--- src/rtl/mem_arbiter.sv ---
// rtl/mem_arbiter.sv - I/D cache fill and D write-through memory arbiter
//
// Ports:
//   clk, rst_n                     clock, asynchronous active-low reset
//   i_req/i_addr                   I-cache block fill request (held until i_done)
//   d_req/d_addr                   D-cache block fill request (held until d_done)
//   d_wr_req/d_wr_addr/d_wr_data   D-cache write-through (held until d_wr_ack)
//   mem_enable/mem_wr/mem_addr/mem_data_in   memory command
//   mem_data_out/mem_data_valid    memory read return
//   i_grant/d_grant                fill owner indicator
//   i_fill_we/d_fill_we            data-array write enable for the returned word
//   fill_word/fill_data            word index and data of the current return
//   i_done/d_done/d_wr_ack         completion pulses
//   busy                           high whenever the arbiter is not idle
module mem_arbiter #(
  parameter int ADDR_W      = 16,
  parameter int DATA_W      = 16,
  parameter int BLOCK_WORDS = 8
) (
  input  logic                           clk,
  input  logic                           rst_n,
  input  logic                           i_req,
  input  logic [ADDR_W-1:0]              i_addr,
  input  logic                           d_req,
  input  logic [ADDR_W-1:0]              d_addr,
  input  logic                           d_wr_req,
  input  logic [ADDR_W-1:0]              d_wr_addr,
  input  logic [DATA_W-1:0]              d_wr_data,
  output logic                           mem_enable,
  output logic                           mem_wr,
  output logic [ADDR_W-1:0]              mem_addr,
  output logic [DATA_W-1:0]              mem_data_in,
  input  logic [DATA_W-1:0]              mem_data_out,
  input  logic                           mem_data_valid,
  output logic                           i_grant,
  output logic                           d_grant,
  output logic                           i_fill_we,
  output logic                           d_fill_we,
  output logic [$clog2(BLOCK_WORDS)-1:0] fill_word,
  output logic [DATA_W-1:0]              fill_data,
  output logic                           i_done,
  output logic                           d_done,
  output logic                           d_wr_ack,
  output logic                           busy
);

  localparam int CNT_W = $clog2(BLOCK_WORDS);
  localparam logic [CNT_W-1:0]  LAST_ISSUE = CNT_W'(BLOCK_WORDS - 1);
  localparam logic [CNT_W:0]    ALL_RET    = (CNT_W + 1)'(BLOCK_WORDS);
  localparam logic [ADDR_W-1:0] OFFS_MASK  = ADDR_W'(2 * BLOCK_WORDS - 1);

  typedef enum logic [2:0] {
    S_IDLE,
    S_WRITE,
    S_ISSUE,
    S_DRAIN,
    S_DONE
  } state_t;

  state_t              state_q, state_d;
  logic                owner_q, owner_d;   // 1 = D-cache owns the fill
  logic                last_q, last_d;     // 1 = D-cache was granted last
  logic [ADDR_W-1:0]   base_q, base_d;
  logic [CNT_W-1:0]    issue_cnt_q, issue_cnt_d;
  logic [CNT_W:0]      ret_cnt_q, ret_cnt_d;

  logic                mem_enable_q, mem_enable_d;
  logic                mem_wr_q, mem_wr_d;
  logic [ADDR_W-1:0]   mem_addr_q, mem_addr_d;
  logic [DATA_W-1:0]   mem_data_in_q, mem_data_in_d;
  logic                i_grant_q, i_grant_d;
  logic                d_grant_q, d_grant_d;
  logic                i_done_q, i_done_d;
  logic                d_done_q, d_done_d;
  logic                d_wr_ack_q, d_wr_ack_d;
  logic                busy_q, busy_d;

  logic                fill_hit;
  logic [CNT_W:0]      ret_next;

  // Returns count only while a fill is in flight and not yet complete.
  assign fill_hit = ((state_q == S_ISSUE) || (state_q == S_DRAIN)) &&
                    mem_data_valid && (ret_cnt_q < ALL_RET);
  assign ret_next = ret_cnt_q + {{CNT_W{1'b0}}, fill_hit};

  always_comb begin
    state_d     = state_q;
    owner_d     = owner_q;
    last_d      = last_q;
    base_d      = base_q;
    issue_cnt_d = issue_cnt_q;
    ret_cnt_d   = ret_cnt_q;

    unique case (state_q)
      S_IDLE: begin
        if (d_wr_req) begin
          state_d = S_WRITE;
        end else if (i_req || d_req) begin
          // On a tie the requester not granted last wins.
          owner_d     = (i_req && d_req) ? ~last_q : d_req;
          base_d      = (owner_d ? d_addr : i_addr) & ~OFFS_MASK;
          issue_cnt_d = '0;
          ret_cnt_d   = '0;
          state_d     = S_ISSUE;
        end
      end
      S_WRITE: state_d = S_IDLE;
      S_ISSUE: begin
        ret_cnt_d = ret_next;
        if (ret_next == ALL_RET) begin
          state_d = S_DONE;
        end else if (issue_cnt_q == LAST_ISSUE) begin
          state_d = S_DRAIN;
        end else begin
          issue_cnt_d = issue_cnt_q + 1'b1;
        end
      end
      S_DRAIN: begin
        ret_cnt_d = ret_next;
        if (ret_next == ALL_RET) state_d = S_DONE;
      end
      S_DONE: begin
        last_d      = owner_q;
        issue_cnt_d = '0;
        ret_cnt_d   = '0;
        state_d     = S_IDLE;
      end
      default: state_d = S_IDLE;
    endcase

    // Moore outputs are decoded from the next state so they leave flops.
    mem_enable_d  = (state_d == S_WRITE) || (state_d == S_ISSUE);
    mem_wr_d      = (state_d == S_WRITE);
    d_wr_ack_d    = (state_d == S_WRITE);
    mem_addr_d    = '0;
    mem_data_in_d = '0;
    if (state_d == S_WRITE) begin
      mem_addr_d    = d_wr_addr;
      mem_data_in_d = d_wr_data;
    end else if (state_d == S_ISSUE) begin
      mem_addr_d = base_d + ADDR_W'({issue_cnt_d, 1'b0});
    end
    i_grant_d = ((state_d == S_ISSUE) || (state_d == S_DRAIN) || (state_d == S_DONE)) && !owner_d;
    d_grant_d = ((state_d == S_ISSUE) || (state_d == S_DRAIN) || (state_d == S_DONE)) && owner_d;
    i_done_d  = (state_d == S_DONE) && !owner_d;
    d_done_d  = (state_d == S_DONE) && owner_d;
    busy_d    = (state_d != S_IDLE);
  end

  always_ff @(posedge clk or negedge rst_n) begin
    if (!rst_n) begin
      state_q       <= S_IDLE;
      owner_q       <= 1'b0;
      last_q        <= 1'b0;
      base_q        <= '0;
      issue_cnt_q   <= '0;
      ret_cnt_q     <= '0;
      mem_enable_q  <= 1'b0;
      mem_wr_q      <= 1'b0;
      mem_addr_q    <= '0;
      mem_data_in_q <= '0;
      i_grant_q     <= 1'b0;
      d_grant_q     <= 1'b0;
      i_done_q      <= 1'b0;
      d_done_q      <= 1'b0;
      d_wr_ack_q    <= 1'b0;
      busy_q        <= 1'b0;
    end else begin
      state_q       <= state_d;
      owner_q       <= owner_d;
      last_q        <= last_d;
      base_q        <= base_d;
      issue_cnt_q   <= issue_cnt_d;
      ret_cnt_q     <= ret_cnt_d;
      mem_enable_q  <= mem_enable_d;
      mem_wr_q      <= mem_wr_d;
      mem_addr_q    <= mem_addr_d;
      mem_data_in_q <= mem_data_in_d;
      i_grant_q     <= i_grant_d;
      d_grant_q     <= d_grant_d;
      i_done_q      <= i_done_d;
      d_done_q      <= d_done_d;
      d_wr_ack_q    <= d_wr_ack_d;
      busy_q        <= busy_d;
    end
  end

  assign mem_enable  = mem_enable_q;
  assign mem_wr      = mem_wr_q;
  assign mem_addr    = mem_addr_q;
  assign mem_data_in = mem_data_in_q;
  assign i_grant     = i_grant_q;
  assign d_grant     = d_grant_q;
  assign i_done      = i_done_q;
  assign d_done      = d_done_q;
  assign d_wr_ack    = d_wr_ack_q;
  assign busy        = busy_q;

  // Fill write strobes follow the memory return in the same cycle.
  assign i_fill_we = fill_hit && !owner_q;
  assign d_fill_we = fill_hit && owner_q;
  assign fill_word = fill_hit ? ret_cnt_q[CNT_W-1:0] : '0;
  assign fill_data = mem_data_out;

endmodule

--- config.mk ---
export PLATFORM = sky130hd
export DESIGN_NAME = mem_arbiter
export DESIGN_NICKNAME = d
export VERILOG_FILES = /design/src/rtl/mem_arbiter.sv
export SDC_FILE = /design/constraint.sdc
export NUM_CORES = 1
export LEC_CHECK = 0
export BUFFER_PORTS_ARGS = -buffer_cell sky130_fd_sc_hd__buf_2
export CAP_MARGIN = 20
export CORE_ASPECT_RATIO = 1.5
export CORE_MARGIN = 1.5
export CORE_UTILIZATION = 47
export CTS_CLUSTER_DIAMETER = 200
export DETAILED_ROUTE_END_ITERATION = 12
export PLACE_DENSITY = 0.8
export SLEW_MARGIN = 20
export SYNTH_ARGS = -nofsm -noshare
export SYNTH_HDL_FRONTEND = slang
export SYNTH_SLANG_ARGS = --single-unit
--- constraint.sdc ---
create_clock -name clk -period 5.2 [get_ports clk]
set_clock_uncertainty 0.15 [all_clocks]
set_input_delay 0.78 -clock clk [delete_from_list [all_inputs] [get_ports clk]]
set_output_delay 0.78 -clock clk [all_outputs]
set_load 0.05 [all_outputs]
* After elaboration in Yosys (flattened, before gate mapping)
Index checks and enable logic that the tools add are counted.
Cells by class: add/subtract/negate cells 3, multiply operators 0, divide/modulo/power cells 0, magnitude comparators 1, equality and inequality tests 11, shift-type cells 0, multiplexer cells 26, bitwise gates (word level) 1, reductions and logical operators 21
Operators with widths (count):
- 2-to-1 mux 16 bit | 7
- 2-to-1 mux 3 bit | 10
- case mux 3 bit (3 select lines) | 2
- adder 16 x 4 -> 16 bit | 1
- == test 3 x 2 -> 1 bit, second input constant | 4
- case mux 4 bit (3 select lines) | 1
- == test 3 bit, second input constant | 3
- logical AND 1 bit | 9
- 2-to-1 mux 4 bit | 2
- nonzero test 3 bit | 2
- logical OR 1 bit | 5
- adder 4 x 1 -> 4 bit | 1
- == test 4 bit, second input constant | 1
- < comparator 4 bit, second input constant | 1
- 2-to-1 mux 1 bit | 4
- inequality test 2 bit, second input constant | 2
- adder 3 x 1 -> 3 bit, second input constant | 1
- == test 3 x 1 -> 1 bit, second input constant | 1
- zero test 3 bit | 1
- AND reduction 3 bit | 1
- zero test 1 bit | 2
- OR reduction 2 bit | 1
- inverter 1 bit | 1
Word-level totals: register bits 67, bits in latches 0, memory bits (writable) 0, memory bits (read-only) 0, input port bits 86, output and inout port bits 61, logic and storage cells 78, memories kept 0

* Longest topological paths before layout
Gate-level depths: netlist of the first run.
depth in word-level cells 12, mapped depth 16, mapped depth without buffers 16

* Worst setup path after synthesis of the first run
No wires, ideal clock.
path kind input to register, start in mem_data_valid, end reg mem_addr_q[14] (netlist: mem_addr[14]), setup time 69 ps, arrival time 4189 ps, data required time 4981 ps, slack 792 ps, cell stages on the path 14, path buffers 0, path through nor3b_1 -> ha_1 -> ha_1 -> or3_1 -> o21ai_0 -> nor2_1 -> nand2_1 -> nand2_1 -> ha_1 -> a21o_1 -> o21ai_0 -> a21o_1 -> or4_1 -> nand3_1
On the way: longest elaborated chain between the ends 9, elaborated cells on any way between the ends 14, classes of those cells add/sub (2); eq/ne (3); mux (7); reduce/logical (2)
RTL lines:
- start, declared | line 34 | input logic mem_data_valid,
- logical AND 1 bit | line 82 | assign fill_hit = ((state_q == S_ISSUE) || (state_q == S_DRAIN)) &&
- logical AND 1 bit | line 83 | mem_data_valid && (ret_cnt_q < ALL_RET);
- adder 4 x 1 -> 4 bit | line 84 | assign ret_next = ret_cnt_q + {{CNT_W{1'b0}}, fill_hit};
- == test 4 bit | line 110 | if (ret_next == ALL_RET) begin
- 2-to-1 mux 3 bit | line 110
- case mux 3 bit (3 select lines) | line 94 | unique case (state_q)
- via issue_cnt_d[1] | line 64 | logic [CNT_W-1:0] issue_cnt_q, issue_cnt_d;
- adder 16 x 4 -> 16 bit | line 141 | mem_addr_d = base_d + ADDR_W'({issue_cnt_d, 1'b0});
- 2-to-1 mux 16 bit | line 140 | end else if (state_d == S_ISSUE) begin
- 2-to-1 mux 16 bit | line 137 | if (state_d == S_WRITE) begin
- via mem_addr_d[14] | line 69 | logic [ADDR_W-1:0] mem_addr_q, mem_addr_d;
- end signal, assigned | line 177 | mem_addr_q <= mem_addr_d;
- end, declared | line 69
The timed path passes the listed nets, and every way through them passes these cells. A chain may end at the register's enable or synchronous reset.

* Worst setup path in the final report of the first run
start reg state_q[2], end reg mem_addr_q[14] (netlist: mem_addr[14])
On the way: longest elaborated chain between the ends 11, elaborated cells on any way between the ends 23, classes of those cells add/sub (2); eq/ne (6); mux (11); reduce/logical (4)
RTL lines:
- start, declared | line 60 | state_t state_q, state_d;
- start signal, assigned | line 169 | state_q <= state_d;
- == test 3 x 2 -> 1 bit, on equally long branches | line 82, 94
- logical OR 1 bit | line 82
- logical AND 1 bit | line 82
- logical AND 1 bit | line 83
- adder 4 x 1 -> 4 bit | line 84
- == test 4 bit | line 110
- 2-to-1 mux 3 bit | line 110
- case mux 3 bit (3 select lines) (*) | line 94
- via issue_cnt_d[1] | line 64
- adder 16 x 4 -> 16 bit (*) | line 141
- 2-to-1 mux 16 bit (*) | line 140
- 2-to-1 mux 16 bit (*) | line 137
- via mem_addr_d[14] | line 69
Mark *: on every way through the listed nets, which the timed path passes. The rest lies on a longest branch.

==> metrics.md, run 1 <==
| Metric | Value |
|---|---|
| Clock H-tree levels | `3` |
| Hold_buf cts | `0` |
| Worst Hold Path EP | `base_q[1]` |
| Gr usage total | `0.204` |
| Vias | `2461` |
| Yosys top cell area share | `0.523` |
| Worst Hold Class | `reg2reg` |
| Vias per inst | `5.27` |
| I/O pin cnt | `147` |
| Largest net degree at the start of global routing | `68` |
| Setup_tns | `0 ns` |
| R2R Path End | `mem_addr[14]` |
| Initial core utilization | `0.490` |
| Crit path DAT | `4.65 ns` |
| FF+latch count, synth | `67` |
| Vias in the first global route | `2499` |
| Final WL | `7060 µm` |
| Cell taking the most area after synthesis | `dfrtp_1` |
| DIE AREA | `0.00733 mm²` |
| Mapped Area | `0.00320 mm²` |
| Drt wl/cell | `15.1 µm` |
| Core Rows | `36` |
| Area delta synth->final | `22.0%` |
| # diodes | `0` |
| Final setup violation count | `0` |
| Fin. Hold Viols | `0` |
| Final WS setup | `0.688 ns` |
| R2r startpoint | `state_q[2]` |
| Worst skew pair latency | `0.35 ns` |
| Chip Width | `70.4 µm` |
| Filler cell count | `564` |
| Req. time, crit path | `5.34 ns` |
| Most common cell in the synthesized netlist | `dfrtp_1` |
| # clock sinks | `67` |
| Setup CP Type | `reg2reg` |
| # Max-Cap Violations | `0` |
| First-pass GRT wire length | `11600 µm` |
| Fmax | `222 MHz` |
| R2r setup slk | `0.69 ns` |
| Grt ovf | `0` |
| Core area | `0.00653 mm²` |
| Sequential element share of the synthesized area | `0.523` |
| Hold path depth | `1` |
| Hold slack | `0.337 ns` |
| Final period util | `0.868` |
| Leakage | `2.06 nW` |
| Slowest CP cell | `or4_1` |
| # resized after CTS | `0` |
| TritonRoute pass-1 iters | `4` |
| Initial antenna violation count | `0` |
| Most used cell, CP | `ha_1` |
| CTS tree | `built` |
| CP Max Fanout | `7` |
| Final HPWL from detailed placement | `5150 µm` |
| Reg2Reg Depth | `16` |
| Ys Warns | `0` |
| Mapped Cells | `293` |
| DP Worst Slack | `0.636 ns` |
| CP Launch Type | `register` |
| CP Cell Sequence | `nand2b_1 > nor3b_1 > ha_1 > ha_1 > xor2_1 > or3_1 > o21ai_0 > nor2_1 > nand2_1 > nand2_1 > ha_1 > a21o_1 > o21ai_0 > a21o_1 > or4_1 > nand3_1` |
| Die height | `104 µm` |
| Port buffer count | `106` |
| Tightest Pin Transition | `0.848 ns` |
| Peak supply drop | `0.000255 V` |
| Clock transition at path regs | `0.07 ns` |
| Syn nets | `385` |
| Slew headroom | `0.435` |
| Worst Setup End Kind | `register` |
| GPL Wtd Cong | `0.813` |
| Post-synth top cells | `67 x dfrtp_1, 28 x nand2_1, 21 x o21ai_0` |
| Async SR Flop Fraction | `1.00` |
| Buf+Inv Stages, Crit Path | `0` |
| DRT iter0 DRCs | `105` |
| Total setup buffers inserted after CTS | `0` |
| Nets | `478` |
| Outcome | `complete, no violations` |
| Number of synthesized flops with an enable pin | `0` |
| Max Slew Vio Count | `0` |
| RSZ-0062 raised after global routing | `false` |
| Longest Clk Path Bufs | `2` |
| Synth Flop Type | `dfrtp_1` |
| Largest stage delay, worst path | `0.48 ns` |
| # DRC | `0` |
| HP Start | `base_q[1]` |
| Shortest period the worst path allows | `4.51 ns` |
| Mean area per synthesized cell | `10.9 µm²` |
| Final ANT Viol Nets | `0` |
| CP top delay family | `simple AND/OR/NAND/NOR gates` |
| Power per cell area | `582 mW/mm²` |
| Final Util | `0.598` |
| Synth cell types | `47` |
| Share of post-route cells with drive strength above 1 | `0.363` |
| CTS root buffer | `clkbuf_8` |
| CTS Buf Count | `9` |
| Dominant cells by area after synthesis | `dfrtp_1 52%, mux2_2 4.6%, buf_4 4.0%` |
cell families (layout without fill, tap and decap cells):
logic type | count (synthesis) | count (layout) | synth area share
buffers and inverters | 37 | 135 | 0.0680
DFF | 67 | 67 | 0.523
xor gates and xnor gates | 13 | 13 | 0.0355
muxes | 22 | 22 | 0.0738
adders and majority gates | 6 | 6 | 0.0258
and+or+nand+nor | 87 | 87 | 0.139
AOI/OAI and AO/OA | 61 | 61 | 0.134
registers in the layout, summed over array words and instances, names as in the netlist, 3 cells and up:
register / count
state_q: 3
ret_cnt_q: 4
base_q: 16
mem_data_in: 16
mem_addr: 16
issue_cnt_q: 3
worst max-delay path by stage:
stage,start,endpoint,cells past startpoint
final,state_q[2],mem_addr[14],16
after global routing,state_q[2],mem_addr[14],16
after CTS,state_q[2],mem_addr[14],15
after detailed placement,mem_data_valid,mem_addr[14],15
after global placement,mem_data_valid,mem_addr[14],15
after floorplan,mem_data_valid,mem_addr[14],14
through the flow:
step	instance area, µm²	std cells	total power [W]
final	3910	467	0.00227
after global placement	3670	451	0.00173
after global routing	3910	467	0.00241
after CTS	3910	467	0.00229
after detailed placement	3670	451	0.00176
after floorplan	3200	293	0.00154
report_power, final:
group,internal (W),switching (W),total [W]
registers,0.000682,0.0000718,0.000753
logic,0.000298,0.000698,0.000995
clock network,0.000330,0.000195,0.000525
metal layers:
metal	track usage	wire length (µm)	vias to the layer above
li1	-	-	1192
met3	0.0572	443	10
met5	0	0	-
met2	0.351	3780	84
met4	0.107	144	0
met1	0.223	2700	1175
cells in the final DEF, fill, tap and decap left out, drive strengths merged, types with 5 or more instances in the layout:
master | netlist | final
buf | 19 | 108
dfrtp | 67 | 67
nand2 | 28 | 28
o21ai | 23 | 23
and3 | 16 | 16
mux2 | 13 | 13
nor2 | 12 | 12
clkbuf | 7 | 11
inv | 10 | 10
mux2i | 9 | 9
xnor2 | 9 | 9
and2 | 9 | 9
nand3 | 7 | 7
a22o | 7 | 7
o211ai | 6 | 6
ha | 5 | 5
area by class of cell:
class | instances | area, µm² | area share
Clock inverter | 5 | 100 | 0.0256
Inverter | 11 | 41.3 | 0.0106
Timing Repair Buffer | 108 | 546 | 0.140
Tap cell | 76 | 95.1 | 0.0243
Multi-Input combinational cell | 189 | 1310 | 0.335
Clock buffer | 11 | 141 | 0.0362
Sequential cell | 67 | 1680 | 0.429
(Power assumes the default switching activity.)
==> run 2, diff against run 1 <==
--- a/config.mk
+++ b/config.mk
@@ -9,11 +9,10 @@
 export CAP_MARGIN = 20
 export CORE_ASPECT_RATIO = 1.5
 export CORE_MARGIN = 1.5
-export CORE_UTILIZATION = 47
+export CORE_UTILIZATION = 40
 export CTS_CLUSTER_DIAMETER = 200
 export DETAILED_ROUTE_END_ITERATION = 12
-export PLACE_DENSITY = 0.8
-export SLEW_MARGIN = 20
+export PLACE_DENSITY = 0.7
 export SYNTH_ARGS = -nofsm -noshare
 export SYNTH_HDL_FRONTEND = slang
 export SYNTH_SLANG_ARGS = --single-unit
==> metrics.md, run 2 (same netlist as run 1, synthesis figures left out) <==
| Metric | Value |
|---|---|
| Dpl cells | `477` |
| Final ANT Viol Nets | `0` |
| Vias in the first global route | `2512` |
| CP Launch Type | `register` |
| Slowest CP cell | `o21ai_0` |
| CTS Buf Count | `9` |
| Area delta synth->final | `24.7%` |
| First-pass GRT wire length | `12000 µm` |
| Largest net degree at the start of global routing | `43` |
| DIE AREA | `0.00856 mm²` |
| Most frequent cells in the layout | `106 x buf_2, 67 x dfrtp_1, 28 x nand2_1` |
| GPL Wtd Cong | `0.916` |
| Initial core utilization | `0.415` |
| TritonRoute pass-1 iters | `4` |
| Leakage | `2.08 nW` |
| Fmax | `220 MHz` |
| Die height | `113 µm` |
| Worst skew pair latency | `0.33 ns` |
| Final period util | `0.873` |
| Clock H-tree levels | `3` |
| Setup_tns | `0 ns` |
| Core Rows | `39` |
| CTS tree | `built` |
| Total setup buffers inserted after CTS | `0` |
| Worst Hold Class | `in2async` |
| Final setup violation count | `0` |
| Commonest non-fill, non-tap cell in the layout | `buf_2` |
| Filler cell count | `739` |
| Longest Clk Path Bufs | `2` |
| Clock transition at path regs | `0.05 ns` |
| Drt wl/cell | `15.0 µm` |
| Max Slew Vio Count | `0` |
| CTS root buffer | `clkbuf_16` |
| Slew headroom | `0.538` |
| Peak supply drop | `0.000412 V` |
| Gr usage total | `0.181` |
| DRT iter0 DRCs | `104` |
| Chip Width | `76.1 µm` |
| Worst Setup End Kind | `register` |
| Tightest Pin Transition | `0.691 ns` |
| Nets | `478` |
| Setup CP Type | `reg2reg` |
| Largest stage delay, worst path | `0.49 ns` |
| Share of post-route cells with drive strength above 1 | `0.359` |
| # diodes | `0` |
| Outcome | `complete, no violations` |
| Vias per inst | `5.05` |
| Buf+Inv Stages, Crit Path | `0` |
| RSZ-0062 raised after global routing | `false` |
| Most used cell, CP | `ha_1` |
| Final WL | `7370 µm` |
| # Max-Cap Violations | `0` |
| # clock sinks | `67` |
| Hold_buf cts | `0` |
| Shortest period the worst path allows | `4.54 ns` |
| Post-route insts no fill | `492` |
| Port buffer count | `106` |
| CP Max Fanout | `7` |
| Grt ovf | `0` |
| Req. time, crit path | `5.31 ns` |
| Final HPWL from detailed placement | `5420 µm` |
| R2r setup slk | `0.66 ns` |
| # DRC | `0` |
| # resized after CTS | `0` |
| Final Util | `0.518` |
| Initial antenna violation count | `0` |
| CP top delay family | `simple AND/OR/NAND/NOR gates` |
| Core area | `0.00771 mm²` |
| I/O pin cnt | `147` |
| Power per cell area | `589 mW/mm²` |
| Crit path DAT | `4.66 ns` |
| CP Cell Sequence | `nand2b_1 > nor3b_1 > ha_1 > ha_1 > or3_1 > o21ai_0 > nor2_1 > nand2_1 > nand2_1 > ha_1 > a21o_1 > o21ai_0 > a21o_1 > or4_1 > nand3_1` |
| Fin. Hold Viols | `0` |
| Vias | `2483` |
run 2: layer usage:
| metal | share of wire | GRT usage | routed length (µm) |
|---|---|---|---|
| met1 | 0.39 | 0.192 | 2870 |
| met2 | 0.53 | 0.330 | 3910 |
| met3 | 0.059 | 0.0504 | 432 |
| met5 | 0 | 0 | 0 |
| met4 | 0.021 | 0.0840 | 157 |
run 2: metrics by stage:
stage | worst slack (ns) | hold WS (ns) | instance area (µm²) | power (W)
floorplan | 0.792 | 0.301 | 3200 | 0.00154
global placement | 0.631 | 0.320 | 3700 | 0.00175
detailed placement | 0.570 | 0.321 | 3700 | 0.00177
CTS | 0.616 | 0.307 | 4000 | 0.00238
global route | 0.261 | 0.343 | 4000 | 0.00249
finish | 0.659 | 0.291 | 4000 | 0.00235
run 2: power breakdown:
part | leakage, nW | internal [W] | switching (W)
Combinational | 1.07 | 0.000297 | 0.000702
Sequential | 0.871 | 0.000683 | 0.0000721
Clock | 0.146 | 0.000394 | 0.000206
run 2: worst paths after layout:
check	cells past startpoint	from	to
min in group clk	1	base_q[1]	base_q[1]
hold reg to reg	1	base_q[1]	base_q[1]
setup / recovery	15	state_q[2]	mem_addr[14]
hold / removal	1	rst_n	mem_addr[7]
max in group asynchronous	2	rst_n	mem_data_in[3]
setup reg to reg	15	state_q[2]	mem_addr[14]
run 2: area by class of cell:
type                            instances  area (µm²)  area share
Sequential cell                        67        1680       0.420
Multi-Input combinational cell        189        1310       0.328
Timing Repair Buffer                  108         546       0.137
Clock buffer                           13         260      0.0651
Tap cell                              102         128      0.0319
Inverter                               11        41.3      0.0103
Clock inverter                          2        35.0     0.00877
